File: config.mk
export PLATFORM = sky130hd
export DESIGN_NAME = shift_op_sequencer_flat
export DESIGN_NICKNAME = d
export VERILOG_FILES = /design/src/rtl/shift_op_sequencer_if.sv /design/src/rtl/shift_op_sequencer.sv /design/src/flat_wrapper.sv
export SDC_FILE = /design/constraint.sdc
export NUM_CORES = 1
export LEC_CHECK = 0
export ABC_AREA = 1
export CAP_MARGIN = 20
export CORE_MARGIN = 5
export CORE_UTILIZATION = 35
export DETAILED_ROUTE_END_ITERATION = 16
export MAX_ROUTING_LAYER = met4
export PLACE_DENSITY = 0.71
export REMOVE_ABC_BUFFERS = 1
export SLEW_MARGIN = 40
export SYNTH_ARGS = -nofsm -noshare
export SYNTH_HDL_FRONTEND = slang
export SYNTH_SLANG_ARGS = --single-unit
File: constraint.sdc
create_clock -name clk -period 2.1 [get_ports clk]
set_input_delay 0.525 -clock clk [delete_from_list [all_inputs] [get_ports clk]]
set_output_delay 0.525 -clock clk [all_outputs]
set_load 0.005 [all_outputs]
File: src/rtl/shift_op_sequencer_if.sv
// rtl/shift_op_sequencer_if.sv - command, response and register-side bundle for the shift op sequencer
interface shift_op_sequencer_if #(
  parameter int W  = 10,
  parameter int CW = 4
);
  logic          cmd_valid;
  logic          cmd_ready;
  logic [2:0]    cmd_op;
  logic [CW-1:0] cmd_count;
  logic [W-1:0]  cmd_data;
  logic [2:0]    sel;
  logic [W-1:0]  par_out;
  logic [W-1:0]  reg_q;
  logic          rsp_valid;
  logic          rsp_ready;
  logic [W-1:0]  rsp_data;
  logic          busy;

  modport slave (
    input  cmd_valid, cmd_op, cmd_count, cmd_data, reg_q, rsp_ready,
    output cmd_ready, sel, par_out, rsp_valid, rsp_data, busy
  );

  modport master (
    output cmd_valid, cmd_op, cmd_count, cmd_data, reg_q, rsp_ready,
    input  cmd_ready, sel, par_out, rsp_valid, rsp_data, busy
  );
endinterface

File: src/rtl/shift_op_sequencer.sv
// rtl/shift_op_sequencer.sv - turns op commands into exact sel cycle bursts for a multi-op shift register
module shift_op_sequencer #(
  parameter int W  = 10,
  parameter int CW = 4
) (
  input logic                 clk,
  input logic                 rst,
  shift_op_sequencer_if.slave bus
);

  localparam logic [2:0] OP_HOLD  = 3'b000;
  localparam logic [2:0] OP_SHR   = 3'b001;
  localparam logic [2:0] OP_SHL   = 3'b010;
  localparam logic [2:0] OP_ROR   = 3'b011;
  localparam logic [2:0] OP_ROL   = 3'b100;
  localparam logic [2:0] OP_LOAD  = 3'b101;
  localparam logic [2:0] OP_CLEAR = 3'b110;

  typedef enum logic [1:0] {
    S_IDLE   = 2'd0,
    S_EXEC   = 2'd1,
    S_SETTLE = 2'd2,
    S_RESP   = 2'd3
  } state_t;

  state_t        state_q, state_d;
  logic [CW-1:0] cnt_q, cnt_d;
  logic [2:0]    op_q, op_d;
  logic [W-1:0]  data_q, data_d;
  logic          rsp_valid_q, rsp_valid_d;
  logic [W-1:0]  rsp_data_q, rsp_data_d;

  logic [2:0]    sel_c;
  logic [W-1:0]  par_c;
  logic          cmd_ready_c;

  always_ff @(posedge clk or posedge rst) begin
    if (rst) begin
      state_q     <= S_IDLE;
      cnt_q       <= '0;
      op_q        <= OP_HOLD;
      data_q      <= '0;
      rsp_valid_q <= 1'b0;
      rsp_data_q  <= '0;
    end else begin
      state_q     <= state_d;
      cnt_q       <= cnt_d;
      op_q        <= op_d;
      data_q      <= data_d;
      rsp_valid_q <= rsp_valid_d;
      rsp_data_q  <= rsp_data_d;
    end
  end

  always_comb begin
    state_d     = state_q;
    cnt_d       = cnt_q;
    op_d        = op_q;
    data_d      = data_q;
    rsp_valid_d = rsp_valid_q;
    rsp_data_d  = rsp_data_q;
    sel_c       = OP_HOLD;
    par_c       = '0;
    cmd_ready_c = 1'b0;

    unique case (state_q)
      S_IDLE: begin
        cmd_ready_c = 1'b1;
        if (bus.cmd_valid) begin
          op_d   = bus.cmd_op;
          data_d = bus.cmd_data;
          case (bus.cmd_op)
            OP_SHR, OP_SHL, OP_ROR, OP_ROL: begin
              // A zero count is a pure read-back: skip straight to capture.
              if (bus.cmd_count != '0) begin
                cnt_d   = bus.cmd_count;
                state_d = S_EXEC;
              end else begin
                cnt_d   = '0;
                state_d = S_SETTLE;
              end
            end
            OP_LOAD, OP_CLEAR: begin
              cnt_d   = CW'(1);
              state_d = S_EXEC;
            end
            default: begin
              cnt_d   = '0;
              state_d = S_SETTLE;
            end
          endcase
        end
      end

      S_EXEC: begin
        sel_c = op_q;
        if (op_q == OP_LOAD) begin
          par_c = data_q;
        end
        cnt_d = cnt_q - CW'(1);
        // <=1 rather than ==1 so a corrupted zero counter cannot run away.
        if (cnt_q <= CW'(1)) begin
          state_d = S_SETTLE;
        end
      end

      S_SETTLE: begin
        rsp_data_d  = bus.reg_q;
        rsp_valid_d = 1'b1;
        state_d     = S_RESP;
      end

      S_RESP: begin
        if (bus.rsp_ready) begin
          rsp_valid_d = 1'b0;
          state_d     = S_IDLE;
        end
      end

      default: begin
        state_d = S_IDLE;
      end
    endcase
  end

  assign bus.sel       = sel_c;
  assign bus.par_out   = par_c;
  assign bus.cmd_ready = cmd_ready_c;
  assign bus.rsp_valid = rsp_valid_q;
  assign bus.rsp_data  = rsp_data_q;
  assign bus.busy      = (state_q != S_IDLE);

endmodule

File: src/flat_wrapper.sv
// flat-port wrapper written by rule: the top's interface ports become plain ports
module shift_op_sequencer_flat 
#(
  parameter int W  = 10,
  parameter int CW = 4
)
  (clk, rst, bus_cmd_valid, bus_cmd_op, bus_cmd_count, bus_cmd_data, bus_reg_q, bus_rsp_ready, bus_cmd_ready, bus_sel, bus_par_out, bus_rsp_valid, bus_rsp_data, bus_busy);
  shift_op_sequencer_if #(.W(W), .CW(CW)) bus_i ();
  input logic clk;
  input logic rst;
  input wire logic [$bits(bus_i.cmd_valid)-1:0] bus_cmd_valid;
  input wire logic [$bits(bus_i.cmd_op)-1:0] bus_cmd_op;
  input wire logic [$bits(bus_i.cmd_count)-1:0] bus_cmd_count;
  input wire logic [$bits(bus_i.cmd_data)-1:0] bus_cmd_data;
  input wire logic [$bits(bus_i.reg_q)-1:0] bus_reg_q;
  input wire logic [$bits(bus_i.rsp_ready)-1:0] bus_rsp_ready;
  output wire logic [$bits(bus_i.cmd_ready)-1:0] bus_cmd_ready;
  output wire logic [$bits(bus_i.sel)-1:0] bus_sel;
  output wire logic [$bits(bus_i.par_out)-1:0] bus_par_out;
  output wire logic [$bits(bus_i.rsp_valid)-1:0] bus_rsp_valid;
  output wire logic [$bits(bus_i.rsp_data)-1:0] bus_rsp_data;
  output wire logic [$bits(bus_i.busy)-1:0] bus_busy;
  assign bus_i.cmd_valid = bus_cmd_valid;
  assign bus_i.cmd_op = bus_cmd_op;
  assign bus_i.cmd_count = bus_cmd_count;
  assign bus_i.cmd_data = bus_cmd_data;
  assign bus_i.reg_q = bus_reg_q;
  assign bus_i.rsp_ready = bus_rsp_ready;
  assign bus_cmd_ready = bus_i.cmd_ready;
  assign bus_sel = bus_i.sel;
  assign bus_par_out = bus_i.par_out;
  assign bus_rsp_valid = bus_i.rsp_valid;
  assign bus_rsp_data = bus_i.rsp_data;
  assign bus_busy = bus_i.busy;
  shift_op_sequencer #(.W(W), .CW(CW)) u_core (.clk(clk), .rst(rst), .bus(bus_i));
endmodule
[Yosys cells after proc, flatten, opt, wreduce, memory -nomap -nowiden]
Index checks and enable logic that the tools add are counted.
W data, S select, Z words.
Cells by class
  muxes and demuxes: 16
  eq/ne operators: 13
  reductions and logical operators: 11
  add/subtract/negate cells: 1
  $lt $le $gt $ge: 1
Operators with widths (number)
  $mux W10: 2
  $pmux W4 S2: 2
  $eq A3 B3 Y1 const B: 4
  $mux W2: 4
  $mux W4: 2
  $pmux W2 S4: 1
  $eq A3 B2 Y1 const B: 2
  $reduce_and A2 Y1: 3
  $reduce_bool A2 Y1: 3
  $eq A2 B2 Y1 const B: 2
  $le A4 B1 Y1 const B: 1
  $ne A2 B2 Y1 const B: 2
  $pmux W2 S2: 1
  $reduce_bool A4 Y1: 1
  $reduce_or A4 Y1: 1
  $sub A4 B1 Y4 const B: 1
  $eq A3 B1 Y1 const B: 1
  $mux W3: 1
  $reduce_and A3 Y1: 1
  $eq A2 B1 Y1 const B: 1
  $logic_not A2 Y1: 1
  $mux W1: 2
  $ne A2 B1 Y1 const B: 1
  $pmux W1 S2: 1
  $reduce_or A2 Y1: 1
Storage, ports and cells
  register bits: 30
  output and inout port bits: 26

[Longest topological paths before layout]
Gate-level depths: netlist (run 1).
  depth after elaboration: 5
  mapped depth: 9
  depth with buffers taken out: 8

[Worst setup path after synthesis (run 1)]
OpenSTA, ideal clock, no wires.
  path kind: reg-to-output
  from: reg u_core.state_q[1]
  to: out bus_par_out[0]
  data arrival time: 1147 ps
  stages on the path, launching flop included: 8
  required time: 1575 ps
  path slack: 428 ps
  cell sequence: dfrtp_1 > inv_1 > ha_1 > buf_6 > nand2_1 > inv_1 > nand3_2 > nor2_1
Between the ends
  cells in the longest elaborated chain, start to end: 2
RTL lines
  start, declared: RTL line shift_op_sequencer.sv:26  | state_t state_q, state_d;
  start signal, assigned: RTL line shift_op_sequencer.sv:46  | state_q <= state_d;
  $eq A2 B1 Y1: RTL line shift_op_sequencer.sv:66  | unique case (state_q)
  $mux W10: RTL line shift_op_sequencer.sv:66
  end, declared: RTL line flat_wrapper.sv:19  | output wire logic [$bits(bus_i.par_out)-1:0] bus_par_out;
No other way between the ends.

[Final worst setup path (run 1)]
  from: reg u_core.state_q[1]
  to: out bus_par_out[4]
Same word-level chain as after synthesis.

==> results_dict.tcl, run 1 <==
set metrics [dict create \
    path_cells "inv_2 > ha_4 > nand2_2 > inv_2 > buf_6 > nand3_4 > buf_6 > nor2_2 > buf_2" \
    grt_max_degree 31 \
    yosysWarningCount 0 \
    finalNetCount 292 \
    hold_buffers 0 \
    drt_pass1_iterations 4 \
    ioPinCount 57 \
    async_reset_ff_frac 1.00 \
    synthFlopType "dfrtp_1" \
    hold_violations 0 \
    status "complete, no violations" \
    globalplace.congestion 0.864 \
    diodes 0 \
    path_clk_slew_ps 60 \
    vias 1382 \
    synth_cell_type_count 24 \
    total_power_mw 3.13 \
    synthCells 178 \
    rows 24 \
    relSlewSlack 0.666 \
    synth_compound_area_frac 0.0641 \
    tightestPinTransition_ps 501 \
    netlist.area_leader.share 0.493 \
    fin_crit_sh 0.997 \
    seq_area_um2 751 \
    cts_buffer_depth 2 \
    crit_family "buffers and inverters" \
    crit_fanout 4 \
    initialDrtViolationCount 53 \
    synth-seq-cells 30 \
    ir_drop_v 0.000728 \
    synth_adder_area_share 0.0493 \
    synth_top_family_by_area "simple AND/OR/NAND/NOR gates" \
    grt_pass1_vias 1340 \
    setup_viol 0 \
    start_kind "register" \
    area_delta_synth_final_pct 56.0 \
    vias_per_cell 4.49 \
    start_util 0.354 \
    io_buffers 56 \
    worst-path-buf-inv 5 \
    synthMuxAreaShare 0.0814 \
    powerDensity_nw_per_um2 1320 \
    synth_top_cells_by_area "dfrtp_1 49%, nand2_1 8.4%, nor2_1 8.4%" \
    synth-simple-area-share 0.229 \
    max_clock_freq_ghz 0.478 \
    die_w_um 75.9 \
    p_comb_frac 0.523 \
    clk_latency_ps 280 \
    power_switching_share 0.362 \
    max_stage_delay_ps 390 \
    wire_per_inst_um 12.4 \
    slowest_stage "dfrtp_1" \
    synth-edff-count 0 \
    timing.hold.ws_ps 507 \
    setup_tns_ps 0 \
    root_buffer "clkbuf_8" \
    synth.yosys.seq_area_share 0.493 \
    drc_errors 0 \
    antenna_found_initial 0 \
    syn-cell-area_um2 1520 \
    multi_input_area_um2 714 \
    sequentialPowerShare 0.325 \
    track_usage 0.137 \
    antenna_left 0 \
    p_leak_nw 1.20 \
    hp-class "register to register" \
    cp.required_ps 1570 \
    fillers 407 \
    avgSynthCellArea_um2 8.55 \
    clkSinkCount 30 \
    p_switching_mw 1.13 \
    totalWireLength_um 3830 \
    maxSlewViolCount 0 \
    skew_ps 2.73 \
    die_h_um 75.9 \
    crit_type "register to output pin" \
    dieArea_um2 5770 \
    htreeDepth 2 \
    layout-drive-gt1-share 0.254 \
    p_int_mw 1.99 \
    crit_arrival_ps 1570 \
    grt-ovfl-total 0 \
    clockPowerShare 0.151 \
    cts_tree "done" \
    numCtsBuffers 5 \
    min_period_ps 2090 \
    rsz0062_at_grt "true" \
    synth-xor-area-share 0 \
    core-area_um2 4290 \
    grt_pass1_wl_um 6350 \
    maxCapViolations 0 \
    yosysTopAreaCell "dfrtp_1" \
    crit_path_end_kind "output pin" \
    detailed_place_hpwl_um 2650 \
]
registers in the layout (all words and copies together) (netlist names):
signal / count
u_core.bus.rsp_data: 10
u_core.data_q: 10
u_core.cnt_q: 4
u_core.op_q: 3
u_core.state_q: 2
u_core.bus.rsp_valid: 1
synthesized netlist by cell type, drive strengths merged (2+ instances only):
| master | instances |
|---|---|
| o21ai | 5 |
| buf | 4 |
| dfrtp | 30 |
| mux2 | 11 |
| ha | 6 |
| a21oi | 13 |
| nand2 | 35 |
| inv | 26 |
| nand3 | 8 |
| nor3 | 2 |
| nor2 | 34 |
cells in the final DEF, fill, tap and decap left out, types with 3 or more instances in the layout:
cell | Yosys | routed
o21ai_0 | 3 | 3
dfrtp_1 | 30 | 30
a21oi_1 | 12 | 12
ha_1 | 6 | 4
clkbuf_2 | 0 | 5
buf_2 | 3 | 5
nor2_2 | 0 | 4
clkdlybuf4s50_1 | 0 | 41
clkbuf_8 | 0 | 6
inv_1 | 24 | 22
nand3_1 | 7 | 7
buf_4 | 0 | 15
nand2_1 | 34 | 33
buf_6 | 1 | 3
mux2_2 | 11 | 11
nor2_1 | 34 | 29
inv_2 | 1 | 3
metrics by stage:
stage | utilization | setup slack, ps | cells | area, µm²
final | 0.553 | 7.19 | 308 | 2370
after global routing | 0.553 | -72.0 | 308 | 2370
after CTS | 0.541 | -157 | 302 | 2320
after detailed placement | 0.504 | -13.0 | 288 | 2170
after global placement | 0.504 | 51.3 | 288 | 2170
after floorplan | - | 343 | 174 | 1500
worst paths after layout:
| path | end | cells past startpoint | startpoint | slack (ps) |
|---|---|---|---|---|
| worst max-delay path | bus_par_out[4] | 9 | u_core.state_q[1] | 7 |
| worst min-delay path | u_core.bus.rsp_data[4] | 1 | u_core.bus.rsp_data[4] | 510 |
| worst max register to register | u_core.state_q[0] | 11 | u_core.state_q[0] | 380 |
| worst min register to register | u_core.bus.rsp_data[4] | 1 | u_core.bus.rsp_data[4] | 510 |
| max in group asynchronous | u_core.bus.rsp_data[6] | 3 | rst | 1210 |
| min in group asynchronous | u_core.op_q[0] | 3 | rst | 620 |
worst register-to-register path, stage by stage (launching register included):
cell	delay [ps]
dfrtp_1	380
buf_4	140
ha_4	150
buf_4	130
buf_6	110
buf_4	150
inv_4	90
nor2_1	60
nor3_2	210
inv_1	80
nand2_1	60
nand2_1	50
kinds of logic after synthesis:
logic type,after synthesis
simple gates,83
buf+inv,30
flops,30
compound gates,18
mux,11
fa+ha+maj,6
routing by layer:
| layer | global-route usage | wire length [µm] | up-vias |
|---|---|---|---|
| met5 | - | 0 | - |
| met2 | 0.228 | 2030 | 37 |
| met4 | 0.0374 | 41 | 0 |
| li1 | - | - | 711 |
| met3 | 0.0462 | 171 | 5 |
| met1 | 0.157 | 1590 | 629 |
timing repair:
action,in CTS,in global routing
buffers inserted,5,6
endpoints found under the setup margin,14,12
endpoints found under the hold margin,0,0
pin swaps,0,6
gates resized for setup,28,32
cloned,1,0
power groups by stage:
stage          clock [mW]  combinational (mW)  sequential (mW)
3_5_place_dp            0                1.45             1.01
3_3_place_gp            0                1.43            0.996
2_1_floorplan           0               0.802             1.00
4_1_cts             0.491                1.53             1.01
6_report            0.473                1.64             1.02
5_1_grt             0.522                1.83             1.05
layout make-up:
class	instances	share of cell area
inverters	26	0.0422
well taps	52	0.0274
flip-flops and latches	30	0.316
clock inverters	1	0.00211
clock buffers	7	0.0364
repair buffers	73	0.275
multi-input cells	119	0.301
Power figures use the tool's default switching activity.
==> run 2, diff against run 1 <==
- CORE_MARGIN: 5 -> 3
==> run 2 against run 1 <==
  * Clock power shrank 3%
  * Via count hardly changed
  * Final cell count fell by 0.97%
  * Count of clock-buffer cells in the layout unchanged
  * Global-route usage increased by 1.9 points
  * Worst hold slack got worse by 3.3 ps
  * Combinational power is essentially flat
  * Die area down 10%
  * Final area rose by 1.0%
  * Register-to-register slack better by 70 ps
  * Critical path type unchanged
  * Critical endpoint is now bus_par_out[9]
  * Largest power group unchanged
==> results_dict.tcl, run 2 (synthesis gave the netlist of run 1 again) <==
set metrics [dict create \
    grt_pass1_vias 1410 \
    most-common-layout-cells "41 x clkdlybuf4s50_1, 34 x nor2_1, 33 x nand2_1" \
    hp-class "register to register" \
    dpl.cell_count 286 \
    core-area_um2 4090 \
    powerDensity_nw_per_um2 1300 \
    max_stage_delay_ps 380 \
    crit_type "register to output pin" \
    p_leak_nw 1.25 \
    htreeDepth 2 \
    globalplace.congestion 0.800 \
    totalWireLength_um 3680 \
    crit_path_end_kind "output pin" \
    crit_family "buffers and inverters" \
    hold_buffers 0 \
    numCtsBuffers 5 \
    track_usage 0.156 \
    skew_ps 3.74 \
    vias 1383 \
    worst-path-buf-inv 5 \
    status "complete, no violations" \
    slowest_stage "dfrtp_1" \
    grt-ovfl-total 0 \
    vias_per_cell 4.53 \
    cp.required_ps 1570 \
    detailed_place_hpwl_um 2670 \
    stdcell_count 305 \
    fin_crit_sh 0.971 \
    ir_drop_v 0.000700 \
    wire_per_inst_um 12.1 \
    grt_pass1_wl_um 6250 \
    cts_tree "done" \
    layout-drive-gt1-share 0.224 \
    rows 23 \
    maxSlewViolCount 0 \
    root_buffer "clkbuf_8" \
    tightestPinTransition_ps 503 \
    setup_viol 0 \
    die_h_um 71.9 \
    ioPinCount 57 \
    seq_area_um2 751 \
    path_cells "inv_2 > ha_4 > nand2_4 > inv_4 > nand3_4 > buf_6 > buf_4 > nor2_1 > buf_2" \
    grt_max_degree 25 \
    fillers 354 \
    path_clk_slew_ps 60 \
    multi_input_area_um2 702 \
    maxCapViolations 0 \
    relSlewSlack 0.665 \
    timing.hold.ws_ps 504 \
    start_util 0.372 \
    diodes 0 \
    area_delta_synth_final_pct 57.6 \
    antenna_found_initial 0 \
    dieArea_um2 5170 \
    crit_fanout 4 \
    rsz0062_at_grt "true" \
    crit_arrival_ps 1510 \
    die_w_um 71.9 \
    clkSinkCount 30 \
    io_buffers 56 \
    finalNetCount 291 \
    antenna_left 0 \
    final_common_cell "clkdlybuf4s50_1" \
    initialDrtViolationCount 71 \
    cts_buffer_depth 2 \
    min_period_ps 2040 \
    drc_errors 0 \
    fin_util 0.587 \
    max_clock_freq_ghz 0.491 \
    total_power_mw 3.10 \
    start_kind "register" \
    clk_latency_ps 270 \
    drt_pass1_iterations 4 \
    hold_violations 0 \
]
-- run 2: final cells by class --
cell class | instances | share of cell area
tap | 50 | 0.0261
inverter | 26 | 0.0428
timing repair buffer | 72 | 0.287
sequential | 30 | 0.313
multi-input combinational | 119 | 0.293
clock inverter | 1 | 0.00209
clock buffer | 7 | 0.0360
-- run 2: final timing paths --
path / cells past startpoint / endpoint / slack, ps / from
worst max-delay path: 9 / bus_par_out[9] / 60 / u_core.state_q[1]
worst min-delay path: 1 / u_core.bus.rsp_data[4] / 500 / u_core.bus.rsp_data[4]
worst max register to register: 4 / u_core.bus.rsp_data[7] / 450 / u_core.state_q[0]
worst min register to register: 1 / u_core.bus.rsp_data[4] / 500 / u_core.bus.rsp_data[4]
max in group asynchronous: 3 / u_core.cnt_q[3] / 1120 / rst
min in group asynchronous: 2 / u_core.data_q[1] / 540 / rst
-- run 2: report_power, final --
| part | internal (mW) | switching [mW] |
|---|---|---|
| combinational | 0.861 | 0.753 |
| sequential | 0.864 | 0.166 |
| clock | 0.264 | 0.198 |
| total | 1.99 | 1.12 |
-- run 2: timing repair --
action	in CTS	in global routing
gates resized for setup	17	32
gates cloned	1	0
setup endpoints to repair	14	13
buffers inserted	3	7
-- run 2: stage by stage --
| step | area [µm²] | setup TNS [ps] | setup WS [ps] |
|---|---|---|---|
| floorplan | 1500 | 0 | 343 |
| global route | 2400 | -12.6 | -12.6 |
| CTS | 2300 | -645 | -152 |
| global placement | 2180 | 0 | 49.7 |
| finish | 2400 | 0 | 61.3 |
| detailed placement | 2180 | -4.54 | -4.54 |
-- run 2: metal layers --
layer  part of all wire  up-vias  track usage
met5                  0        -            -
met4             0.0033        0       0.0376
met3              0.057        2       0.0360
met2               0.48       37        0.250
met1               0.46      636        0.202
li1                   -      708            -
-- run 2: worst register-to-register path, delay by kind of cell (launching register included) --
family	cells	cell delay [ps]
adder cells (fa/ha/maj)	1	480
flip-flops	1	420
multiplexers	1	400
buffers and inverters	2	250
